<file path="src/rtl/dcache_pkg.sv">
// Shared types and default geometry for the parametrised write-back data cache.
package dcache_pkg;

    localparam int unsigned DEF_ADDR_W          = 8;
    localparam int unsigned DEF_DATA_W          = 8;
    localparam int unsigned DEF_WORDS_PER_BLOCK = 2;
    localparam int unsigned DEF_LINES           = 8;
    localparam int unsigned DEF_CNT_W           = 16;

    localparam int unsigned OFF_W = $clog2(DEF_WORDS_PER_BLOCK);
    localparam int unsigned IDX_W = $clog2(DEF_LINES);
    localparam int unsigned TAG_W = DEF_ADDR_W - OFF_W - IDX_W;
    localparam int unsigned BLK_W = DEF_DATA_W * DEF_WORDS_PER_BLOCK;

    typedef enum logic [2:0] {
        IDLE,
        WRITEBACK,
        ALLOCATE,
        FLUSH_SCAN,
        FLUSH_WB
    } state_e;

endpackage

</file>
<file path="src/rtl/dcache_line_store.sv">
// Data/tag/valid/dirty arrays: combinational lookup, synchronous word or block write.
module dcache_line_store #(
    parameter int unsigned LINES           = 8,
    parameter int unsigned WORDS_PER_BLOCK = 2,
    parameter int unsigned DATA_W          = 8,
    parameter int unsigned IDX_BITS        = 3,
    parameter int unsigned TAG_BITS        = 4,
    parameter int unsigned OFF_BITS        = 1,
    parameter int unsigned BLK_BITS        = 16
) (
    input  logic                clk,
    input  logic                rst,
    input  logic [IDX_BITS-1:0] idx,
    output logic [TAG_BITS-1:0] tag,
    output logic                valid,
    output logic                dirty,
    output logic [BLK_BITS-1:0] block,
    input  logic                word_we,
    input  logic [OFF_BITS-1:0] word_off,
    input  logic [DATA_W-1:0]   word_data,
    input  logic                block_we,
    input  logic [TAG_BITS-1:0] block_tag,
    input  logic [BLK_BITS-1:0] block_data,
    input  logic                dirty_clr
);

    logic [BLK_BITS-1:0] data_q [LINES];
    logic [TAG_BITS-1:0] tag_q  [LINES];
    logic [LINES-1:0]    valid_q;
    logic [LINES-1:0]    dirty_q;

    assign tag   = tag_q[idx];
    assign valid = valid_q[idx];
    assign dirty = dirty_q[idx];
    assign block = data_q[idx];

    // Payload arrays carry no reset; contents are qualified by valid.
    always_ff @(posedge clk) begin
        if (block_we) begin
            data_q[idx] <= block_data;
            tag_q[idx]  <= block_tag;
        end else if (word_we) begin
            for (int unsigned w = 0; w < WORDS_PER_BLOCK; w++) begin
                if (word_off == OFF_BITS'(w)) begin
                    data_q[idx][w*DATA_W +: DATA_W] <= word_data;
                end
            end
        end
    end

    always_ff @(posedge clk) begin
        if (rst) begin
            valid_q <= '0;
            dirty_q <= '0;
        end else if (block_we) begin
            valid_q[idx] <= 1'b1;
            dirty_q[idx] <= 1'b0;
        end else if (word_we) begin
            dirty_q[idx] <= 1'b1;
        end else if (dirty_clr) begin
            dirty_q[idx] <= 1'b0;
        end
    end

endmodule

</file>
<file path="src/rtl/dcache_wb_param.sv">
// Direct-mapped write-back/write-allocate data cache with flush and hit/miss statistics.
module dcache_wb_param
    import dcache_pkg::*;
#(
    parameter int unsigned ADDR_W          = DEF_ADDR_W,
    parameter int unsigned DATA_W          = DEF_DATA_W,
    parameter int unsigned WORDS_PER_BLOCK = DEF_WORDS_PER_BLOCK,
    parameter int unsigned LINES           = DEF_LINES,
    parameter int unsigned CNT_W           = DEF_CNT_W,
    localparam int unsigned OFF_BITS = $clog2(WORDS_PER_BLOCK),
    localparam int unsigned IDX_BITS = $clog2(LINES),
    localparam int unsigned TAG_BITS = ADDR_W - OFF_BITS - IDX_BITS,
    localparam int unsigned BLK_BITS = DATA_W * WORDS_PER_BLOCK,
    localparam int unsigned MADDR_W  = TAG_BITS + IDX_BITS
) (
    input  logic                clk,
    input  logic                rst,
    input  logic                read,
    input  logic                write,
    input  logic [ADDR_W-1:0]   address,
    input  logic [DATA_W-1:0]   write_data,
    output logic [DATA_W-1:0]   read_data,
    output logic                busy_wait,
    input  logic                flush,
    output logic                flush_done,
    output logic                mem_read,
    output logic                mem_write,
    output logic [MADDR_W-1:0]  mem_address,
    output logic [BLK_BITS-1:0] mem_write_data,
    input  logic [BLK_BITS-1:0] mem_read_data,
    input  logic                mem_ready,
    output logic [CNT_W-1:0]    hit_count,
    output logic [CNT_W-1:0]    miss_count
);

    state_e state_q, state_d;
    logic [IDX_BITS-1:0] scan_q, scan_d;
    logic                refill_q;

    logic [OFF_BITS-1:0] off_a;
    logic [IDX_BITS-1:0] idx_a, ln_idx;
    logic [TAG_BITS-1:0] tag_a, ln_tag;
    logic                ln_valid, ln_dirty;
    logic [BLK_BITS-1:0] ln_block;
    logic [DATA_W-1:0]   ln_word;
    logic                req, hit, in_flush;
    logic                word_we, block_we, dirty_clr, done_d, hit_inc, miss_inc;
    logic                mem_read_d, mem_write_d;
    logic [MADDR_W-1:0]  mem_address_d;
    logic [BLK_BITS-1:0] mem_write_data_d;

    assign off_a    = address[OFF_BITS-1:0];
    assign idx_a    = address[OFF_BITS +: IDX_BITS];
    assign tag_a    = address[ADDR_W-1 -: TAG_BITS];
    assign in_flush = (state_q == FLUSH_SCAN) || (state_q == FLUSH_WB);
    assign ln_idx   = in_flush ? scan_q : idx_a;
    // read and write together is an illegal encoding and counts as no request
    assign req      = read ^ write;
    assign hit      = ln_valid && (ln_tag == tag_a);

    dcache_line_store #(
        .LINES(LINES), .WORDS_PER_BLOCK(WORDS_PER_BLOCK), .DATA_W(DATA_W),
        .IDX_BITS(IDX_BITS), .TAG_BITS(TAG_BITS), .OFF_BITS(OFF_BITS), .BLK_BITS(BLK_BITS)
    ) u_store (
        .clk(clk), .rst(rst), .idx(ln_idx),
        .tag(ln_tag), .valid(ln_valid), .dirty(ln_dirty), .block(ln_block),
        .word_we(word_we), .word_off(off_a), .word_data(write_data),
        .block_we(block_we), .block_tag(tag_a), .block_data(mem_read_data),
        .dirty_clr(dirty_clr)
    );

    always_comb begin
        ln_word = '0;
        for (int unsigned w = 0; w < WORDS_PER_BLOCK; w++) begin
            if (off_a == OFF_BITS'(w)) ln_word = ln_block[w*DATA_W +: DATA_W];
        end
    end

    assign busy_wait = (state_q != IDLE) || (req && !hit);
    assign read_data = (state_q == IDLE && read && !write && hit) ? ln_word : '0;

    // Next-state, array write enables and next values of the registered memory port.
    always_comb begin
        state_d   = state_q;
        scan_d    = scan_q;
        word_we   = 1'b0;
        block_we  = 1'b0;
        dirty_clr = 1'b0;
        done_d    = 1'b0;
        hit_inc   = 1'b0;
        miss_inc  = 1'b0;
        case (state_q)
            IDLE: begin
                if (req && !hit) begin
                    miss_inc = 1'b1;
                    state_d  = ln_dirty ? WRITEBACK : ALLOCATE;
                end else if (req) begin
                    word_we = write;
                    hit_inc = !refill_q;
                end else if (flush && !read && !write) begin
                    scan_d  = '0;
                    state_d = FLUSH_SCAN;
                end
            end
            WRITEBACK: if (mem_ready) begin
                dirty_clr = 1'b1;
                state_d   = ALLOCATE;
            end
            ALLOCATE: if (mem_ready) begin
                block_we = 1'b1;
                state_d  = IDLE;
            end
            FLUSH_SCAN: begin
                if (ln_dirty) begin
                    state_d = FLUSH_WB;
                end else if (scan_q == IDX_BITS'(LINES - 1)) begin
                    done_d  = 1'b1;
                    state_d = IDLE;
                end else begin
                    scan_d = scan_q + IDX_BITS'(1);
                end
            end
            FLUSH_WB: if (mem_ready) begin
                dirty_clr = 1'b1;
                state_d   = FLUSH_SCAN;
            end
            default: state_d = IDLE;
        endcase

        mem_read_d       = (state_d == ALLOCATE);
        mem_write_d      = (state_d == WRITEBACK) || (state_d == FLUSH_WB);
        mem_address_d    = '0;
        mem_write_data_d = '0;
        if (mem_read_d) begin
            mem_address_d = {tag_a, idx_a};
        end else if (mem_write_d) begin
            mem_address_d    = {ln_tag, ln_idx};
            mem_write_data_d = ln_block;
        end
    end

    always_ff @(posedge clk) begin
        if (rst) begin
            state_q        <= IDLE;
            scan_q         <= '0;
            refill_q       <= 1'b0;
            flush_done     <= 1'b0;
            mem_read       <= 1'b0;
            mem_write      <= 1'b0;
            mem_address    <= '0;
            mem_write_data <= '0;
            hit_count      <= '0;
            miss_count     <= '0;
        end else begin
            state_q        <= state_d;
            scan_q         <= scan_d;
            refill_q       <= block_we;
            flush_done     <= done_d;
            mem_read       <= mem_read_d;
            mem_write      <= mem_write_d;
            mem_address    <= mem_address_d;
            mem_write_data <= mem_write_data_d;
            if (hit_inc && hit_count != '1)   hit_count  <= hit_count + CNT_W'(1);
            if (miss_inc && miss_count != '1) miss_count <= miss_count + CNT_W'(1);
        end
    end

endmodule

</file>
<file path="config.mk">
export PLATFORM = sky130hd
export DESIGN_NAME = dcache_wb_param
export DESIGN_NICKNAME = d
export VERILOG_FILES = /design/src/rtl/dcache_pkg.sv /design/src/rtl/dcache_line_store.sv /design/src/rtl/dcache_wb_param.sv
export SDC_FILE = /design/constraint.sdc
export NUM_CORES = 1
export LEC_CHECK = 0
export ABC_AREA = 1
export ABC_CLOCK_PERIOD_IN_PS = 7720
export BUFFER_PORTS_ARGS = -buffer_cell sky130_fd_sc_hd__buf_2
export CAP_MARGIN = 20
export CORE_MARGIN = 4
export CORE_UTILIZATION = 63
export CTS_BUF_LIST = sky130_fd_sc_hd__clkbuf_8 sky130_fd_sc_hd__clkbuf_16
export DETAILED_ROUTE_END_ITERATION = 7
export GPL_TIMING_DRIVEN = 0
export PLACE_DENSITY = 0.84
export SETUP_SLACK_MARGIN = 0.1
export SYNTH_ARGS = -nofsm -noshare
export SYNTH_HDL_FRONTEND = slang
export SYNTH_SLANG_ARGS = --single-unit
</file>
<file path="constraint.sdc">
create_clock -name clk -period 7.72 [get_ports clk]
set_input_delay 0.772 -clock clk [delete_from_list [all_inputs] [get_ports clk]]
set_output_delay 0.772 -clock clk [all_outputs]
set_load 0.03 [all_outputs]
</file>
Yosys cells after proc, flatten, opt, wreduce, memory -nomap -nowiden --
Memories as Yosys holds them, arrays and structs flattened. Cells that the tools add are included.
Word-level totals: register bits 81, bits in writable memories 160, output and inout port bits 67, logic and storage cells 123, memories kept 2
Memory list:
- u_store.data_q | depth 8, width 16, read ports 1, clocked after memory_dff 0, wr ports 1, RTL line dcache_line_store.sv:27 | logic [BLK_BITS-1:0] data_q [LINES];
- u_store.tag_q | depth 8, width 4, read ports 1, clocked after memory_dff 0, wr ports 1, RTL line dcache_line_store.sv:28 | logic [TAG_BITS-1:0] tag_q [LINES];
Operators by class: add/sub/neg operators 3, magnitude comparators 2, eq/ne operators 16, multiplexer cells 54, bitwise operators 9, reductions and logical operators 25
Operators by type and width (number):
- 2-to-1 mux 8 bit | 7
- 2-to-1 mux 3 bit | 14
- adder 16 x 1 -> 16 bit, second input constant | 2
- != test 16 bit, second input constant | 2
- 2-to-1 mux 1 bit | 25
- OR 8 bit | 2
- case mux 3 bit (5 select lines) | 1
- 2-to-1 mux 7 bit | 2
- logical AND 1 bit | 10
- equality test 3 x 2 -> 1 bit, second input constant | 3
- equality test 3 bit, second input constant | 3
- bitwise AND 8 bit | 1
- != test 2 bit, second input constant | 4
- NOT 8 bit | 1
- binary-select mux 1 bit (select 3 bit) | 2
- equality test 3 x 1 -> 1 bit, second input constant | 2
- case mux 3 bit (2 select lines) | 1
- AND reduction 6 bit | 1
- nonzero test 3 bit | 2
- OR reduction 3 bit | 2
- equality test 4 bit | 1
- zero test 1 bit | 4
- less-than comparator 3 x 4 -> 1 bit, second input constant | 1
- adder 3 x 1 -> 3 bit, second input constant | 1
- other kinds (11) | 15

Logic depth before layout (Yosys ltp) --
word-level depth 14, depth in mapped cells 24

Modules after synthesis --
Synthesis repeated with hierarchy kept, for this count alone.
Unflattened totals: cells, all modules 1282, area, all modules 11050.6 um^2
By module, submodules not included:
- dcache_line_store | times used 1, cells an instance 811, area each 7659.8 um^2
- dcache_wb_param | times used 1, cells an instance 471, area each 3390.8 um^2

Worst setup path after synthesis --
Ideal clock, no wire load.
path type input-to-output, start input port address[1], end output port read_data[0], arrival time 2812 ps, required time 6948 ps, slack 4136 ps, cell stages on the path 13, path buffers 2, cell sequence nand3b_1 nand2_4 buf_6 nand2_1 nand3_1 nand2_1 nor2_2 nor2_1 nor2_2 nand3_4 or4_1 buf_2 nor2_1
On the way: word-level cells in the longest chain between the ends 6, elaborated cells on any way between the ends 10
Ends and longest elaborated chain:
- from (decl) | RTL line dcache_wb_param.sv:20 | input logic [ADDR_W-1:0] address,
- 2-to-1 mux 3 bit (*) | RTL line dcache_wb_param.sv:56 | assign ln_idx = in_flush ? scan_q : idx_a;
- memory (8 x 4 bit) or binary-select mux 1 bit (select 3 bit) (tied branches)
- equality test 4 bit or 2-to-1 mux 1 bit (tied branches) | RTL line dcache_wb_param.sv:59, dcache_line_store.sv:33
- logical AND 1 bit | RTL line dcache_wb_param.sv:59 | assign hit = ln_valid && (ln_tag == tag_a);
- logical AND 1 bit | RTL line dcache_wb_param.sv:80 | assign read_data = (state_q == IDLE && read && !write && hit) ? ln_word : '0;
- 2-to-1 mux 8 bit (*) | RTL line dcache_wb_param.sv:80
- to (decl) | RTL line dcache_wb_param.sv:22 | output logic [DATA_W-1:0] read_data,
Mark *: on every way between the ends. The rest lies on a longest branch, timed or not. The select of a mux whose other input is x is not followed.

Final worst setup path --
start register state_q[1], end output port read_data[7]
On the way: word-level cells in the longest chain between the ends 8, elaborated cells on any way between the ends 16
Ends and longest elaborated chain:
- from (decl) | RTL line dcache_wb_param.sv:36 | state_e state_q, state_d;
- from (signal assigned) | RTL line dcache_wb_param.sv:155 | state_q <= state_d;
- equality test 3 x 2 -> 1 bit or equality test 3 bit (tied branches) | RTL line dcache_wb_param.sv:55 | assign in_flush = (state_q == FLUSH_SCAN) || (state_q == FLUSH_WB);
- logical OR 1 bit | RTL line dcache_wb_param.sv:55
- 2-to-1 mux 3 bit | RTL line dcache_wb_param.sv:56
- memory (8 x 4 bit) or binary-select mux 1 bit (select 3 bit) (tied branches)
- equality test 4 bit or 2-to-1 mux 1 bit (tied branches) | RTL line dcache_wb_param.sv:59, dcache_line_store.sv:33
- logical AND 1 bit | RTL line dcache_wb_param.sv:59
- logical AND 1 bit | RTL line dcache_wb_param.sv:80
- 2-to-1 mux 8 bit (*) | RTL line dcache_wb_param.sv:80
Marks and branches as above.

==> out/results.txt <==
Cts repair resizes: 0
Post-synthesis share of cell area spent on xor and xnor gates: 0.922%
Mux cell area share after synthesis: 0%
Leftover overflow at the end of global routing: 0
Mapped Cells: 1,048
Post-CTS setup buffer count: 0
Fraction of final layout cells with drive strength greater than 1: 17.2%
Ys flop type: sky130_fd_sc_hd__edfxtp_1
Insertion delay of the later-clocked pin in the worst-skew pair: 540 ps
Type of the worst min-delay path: reg2reg
Timing-limited maximum frequency: 208 MHz
Area share of the largest cell type after synthesis: 46.0%
Final setup violation count: 0
Area used by multi-input combinational logic: 0.00341 mm^2
Number of flops mapped to enable cells by yosys: 160
Worst slew margin relative to its limit: 29.4%
Worst setup path class: reg2out
Final Skew: 10.6 ps
Buffers from clock root to sink, at most: 3
Register Area: 0.00643 mm^2
Endpoints failing hold: 0
Status: complete, no violations
Top area cells in the synthesized netlist: sky130_fd_sc_hd__edfxtp_1 46%, sky130_fd_sc_hd__dfxtp_1 16%, sky130_fd_sc_hd__nand2_1 9.4%
Utilization after layout: 75.2%
Net Count, Synth: 1,091
VDD IR max: 0.186 mV
Placement-stage cell area: 0.0112 mm^2
CP top delay family: simple AND/OR/NAND/NOR gates
Number of port buffers: 103
Pin count of the biggest net entering global routing: 14
Post-synthesis instance area: 0.0105 mm^2
Number of placed instances with taps included: 1,367
Via count of the first global-routing pass: 8,153
CP startpoint kind: register
Flip-flop and latch count after synthesis: 241
Adder and majority gate portion of the synthesized area: 0.599%
Most frequent cell after synthesis: sky130_fd_sc_hd__nand2_1
Total number of H-tree levels: 1
Setup repair after global routing missed its margin: false
Actual transition at the worst max-transition pin: 1050 ps
Biggest cell delay along the critical path: 620 ps
YS warnings: 0
List of cells traversed by the critical path: nor2_2 -> nand2_4 -> nand3_1 -> nand2_2 -> nor2_2 -> nand2_1 -> clkinv_1 -> clkbuf_1 -> a22oi_1 -> nand4_1 -> inv_1 -> o21ai_0 -> inv_1 -> nor2_1 -> buf_2
Detail-routed via count per cell: 5.94
Worst Setup End Kind: output pin
Buffer cell driving the clock tree root: sky130_fd_sc_hd__clkbuf_16
Global-route wire length before repair: 41,900 um
Largest family of logic cells by synthesized area: simple AND/OR/NAND/NOR gates
Initial core utilization: 65.1%
Synthesis-to-finish area growth: 15.5%
Number of hold buffers added after cts: 0
Number of antenna violations at the first check in global routing: 0
Y dimension of the die: 137 um
TNS Setup: 0 ps
Final Slew Violations: 0
Max-Cap Viols: 0
Data required time at the worst endpoint: 6950 ps
Mean instance size in the synthesized netlist: 9.97 um^2
Number of clock sinks: 241
Final Instance Count excl. Fillers: 1,412
Async S/R FF share, synth: 0%
Cell variety after synth: 43
Design Area, Final: 0.0121 mm^2
Static leakage: 4.77 nW
Critical Path Fanout Max: 10
Number of top-level design ports: 105
Power per unit of standard cell area: 239 mW/mm^2
Routed wire length: 27,500 um
Cell row count: 46
Share of synthesized cell area in and, or, nand and nor gates: 22.9%
Drt first-iter violations: 915
Share of the yosys chip area belonging to registers: 61.5%
Cell taking the most area after synthesis: sky130_fd_sc_hd__edfxtp_1
TritonCTS clock tree: built
Minimum clock period: 4810 ps
Critical Path AT: 4030 ps
Buffers plus inverters on the worst setup path: 5
Final critical-path share of the clock period: 62.3%
Fraction of the mapped netlist area in compound gates: 8.26%
Die area: 0.0187 mm^2
Leading cell types by count after synthesis: 263 x sky130_fd_sc_hd__nand2_1, 160 x sky130_fd_sc_hd__edfxtp_1, 98 x sky130_fd_sc_hd__inv_1
Detail-routed net length per standard cell: 19.5 um
Slowest cell on crit path: sky130_fd_sc_hd__clkbuf_1
Clock transition at the registers of the reported paths: 60 ps
DR vias: 8,386
Detailed-placement wirelength estimate: 18,300 um
Filler cell count: 1,007
Antenna-violating nets left: 0
Width of the die: 137 um
Total inserted antenna cells: 0
Aggregate global-route resource usage: 29.3%
DRC errors left: 0
Final net count: 1,221
Total Power: 2.89 mW
Core outline area: 0.0161 mm^2
Placer congestion estimate: 0.916
Number of clock buffers inserted by TritonCTS: 25
Detailed-router iteration count before antenna repair: 7
routing by layer:
metal	vias up	GRT usage (%)	part of all wire, %
met5	-	0	0
met1	3890	36.7	37
li1	3835	-	-
met3	106	6.03	11
met2	555	50.1	49
met4	0	11.8	3.8
flip-flops by register name (all words and copies together), names as in the netlist, named ones only:
signal           flops
state_q              3
mem_write            1
u_store.data_q     128
u_store.valid_q      8
refill_q             1
mem_read             1
hit_count           16
scan_q               3
mem_write_data      16
u_store.tag_q       32
flush_done           1
mem_address          7
miss_count          16
worst register-to-register path, cell delays in order, from the launching register on:
cell	delay, ps
sky130_fd_sc_hd__dfxtp_1	370
sky130_fd_sc_hd__nor2_2	210
sky130_fd_sc_hd__nand2_4	120
sky130_fd_sc_hd__nand3_1	100
sky130_fd_sc_hd__nand2_2	190
sky130_fd_sc_hd__nor2_2	320
sky130_fd_sc_hd__nand3_1	160
sky130_fd_sc_hd__nand2_1	130
sky130_fd_sc_hd__nor2_2	60
sky130_fd_sc_hd__nand2_1	50
sky130_fd_sc_hd__nand2_1	60
sky130_fd_sc_hd__nor2_2	130
sky130_fd_sc_hd__nand3_4	160
sky130_fd_sc_hd__nand2_1	140
sky130_fd_sc_hd__nand3_2	110
sky130_fd_sc_hd__inv_4	160
sky130_fd_sc_hd__nand2_4	150
sky130_fd_sc_hd__nand2_1	100
sky130_fd_sc_hd__inv_2	70
sky130_fd_sc_hd__nor2_1	800
layout by cell type, fill, tap and decap left out, types with 5 or more instances in the layout:
cell / netlist / final
sky130_fd_sc_hd__nand3_1: 49 / 49
sky130_fd_sc_hd__a221oi_1: 10 / 10
sky130_fd_sc_hd__buf_6: 7 / 7
sky130_fd_sc_hd__o21ai_0: 20 / 20
sky130_fd_sc_hd__buf_2: 3 / 106
sky130_fd_sc_hd__clkbuf_1: 13 / 13
sky130_fd_sc_hd__xor2_1: 6 / 6
sky130_fd_sc_hd__nand2_2: 9 / 9
sky130_fd_sc_hd__inv_1: 98 / 104
sky130_fd_sc_hd__inv_2: 7 / 7
sky130_fd_sc_hd__a21oi_1: 38 / 38
sky130_fd_sc_hd__nor2_2: 11 / 11
sky130_fd_sc_hd__clkinv_1: 7 / 10
sky130_fd_sc_hd__nor2_1: 93 / 93
sky130_fd_sc_hd__xnor2_1: 5 / 5
sky130_fd_sc_hd__a22oi_1: 34 / 34
sky130_fd_sc_hd__nand4_1: 29 / 29
sky130_fd_sc_hd__dfxtp_1: 81 / 81
sky130_fd_sc_hd__edfxtp_1: 160 / 160
sky130_fd_sc_hd__a22o_1: 8 / 8
sky130_fd_sc_hd__nand2_4: 7 / 7
sky130_fd_sc_hd__nor3_1: 21 / 21
sky130_fd_sc_hd__ha_1: 5 / 5
sky130_fd_sc_hd__nor2_4: 10 / 10
sky130_fd_sc_hd__o21ai_1: 21 / 21
sky130_fd_sc_hd__clkbuf_16: 0 / 25
sky130_fd_sc_hd__nand2_1: 263 / 263
where the power goes:
part           switching, mW  total [mW]  internal, mW
combinational          0.180       0.244        0.0636
sequential           0.00934        1.41          1.40
clock                  0.497        1.23         0.733
total                  0.687        2.89          2.20
cell families after synthesis:
| logic type | after synthesis |
|---|---|
| AO/OA/AOI/OAI | 137 |
| flip-flops | 241 |
| buffers and inverters | 142 |
| AND/OR/NAND/NOR | 512 |
| adder cells (fa/ha/maj) | 5 |
| XOR/XNOR | 11 |
final timing paths:
path                                         endpoint  slack (ps)  startpoint  cells after the start
worst min register to register               register         480    register                      2
worst max register to register  u_store.data_q[2][11]        3760  state_q[1]                     19
worst min-delay path                         register         480    register                      2
worst max-delay path                     read_data[7]        2910  state_q[1]                     15
final cells by class:
class                      instances  area share [%]
sequential                       241            53.2
timing repair buffer             103            4.27
inverter                         113            3.53
clock buffer                      26            5.30
multi-input combinational        665            28.3
tap                              216            2.24
clock inverter                    19            1.65
buffer                            29            1.53
through the flow:
stage / worst slack, ps / hold WS (ps)
floorplan: 4140 / 439
global placement: 3490 / 448
detailed placement: 3420 / 461
CTS: 3040 / 476
global route: 2730 / 495
finish: 2910 / 476
Power figures use the tool's default switching activity.
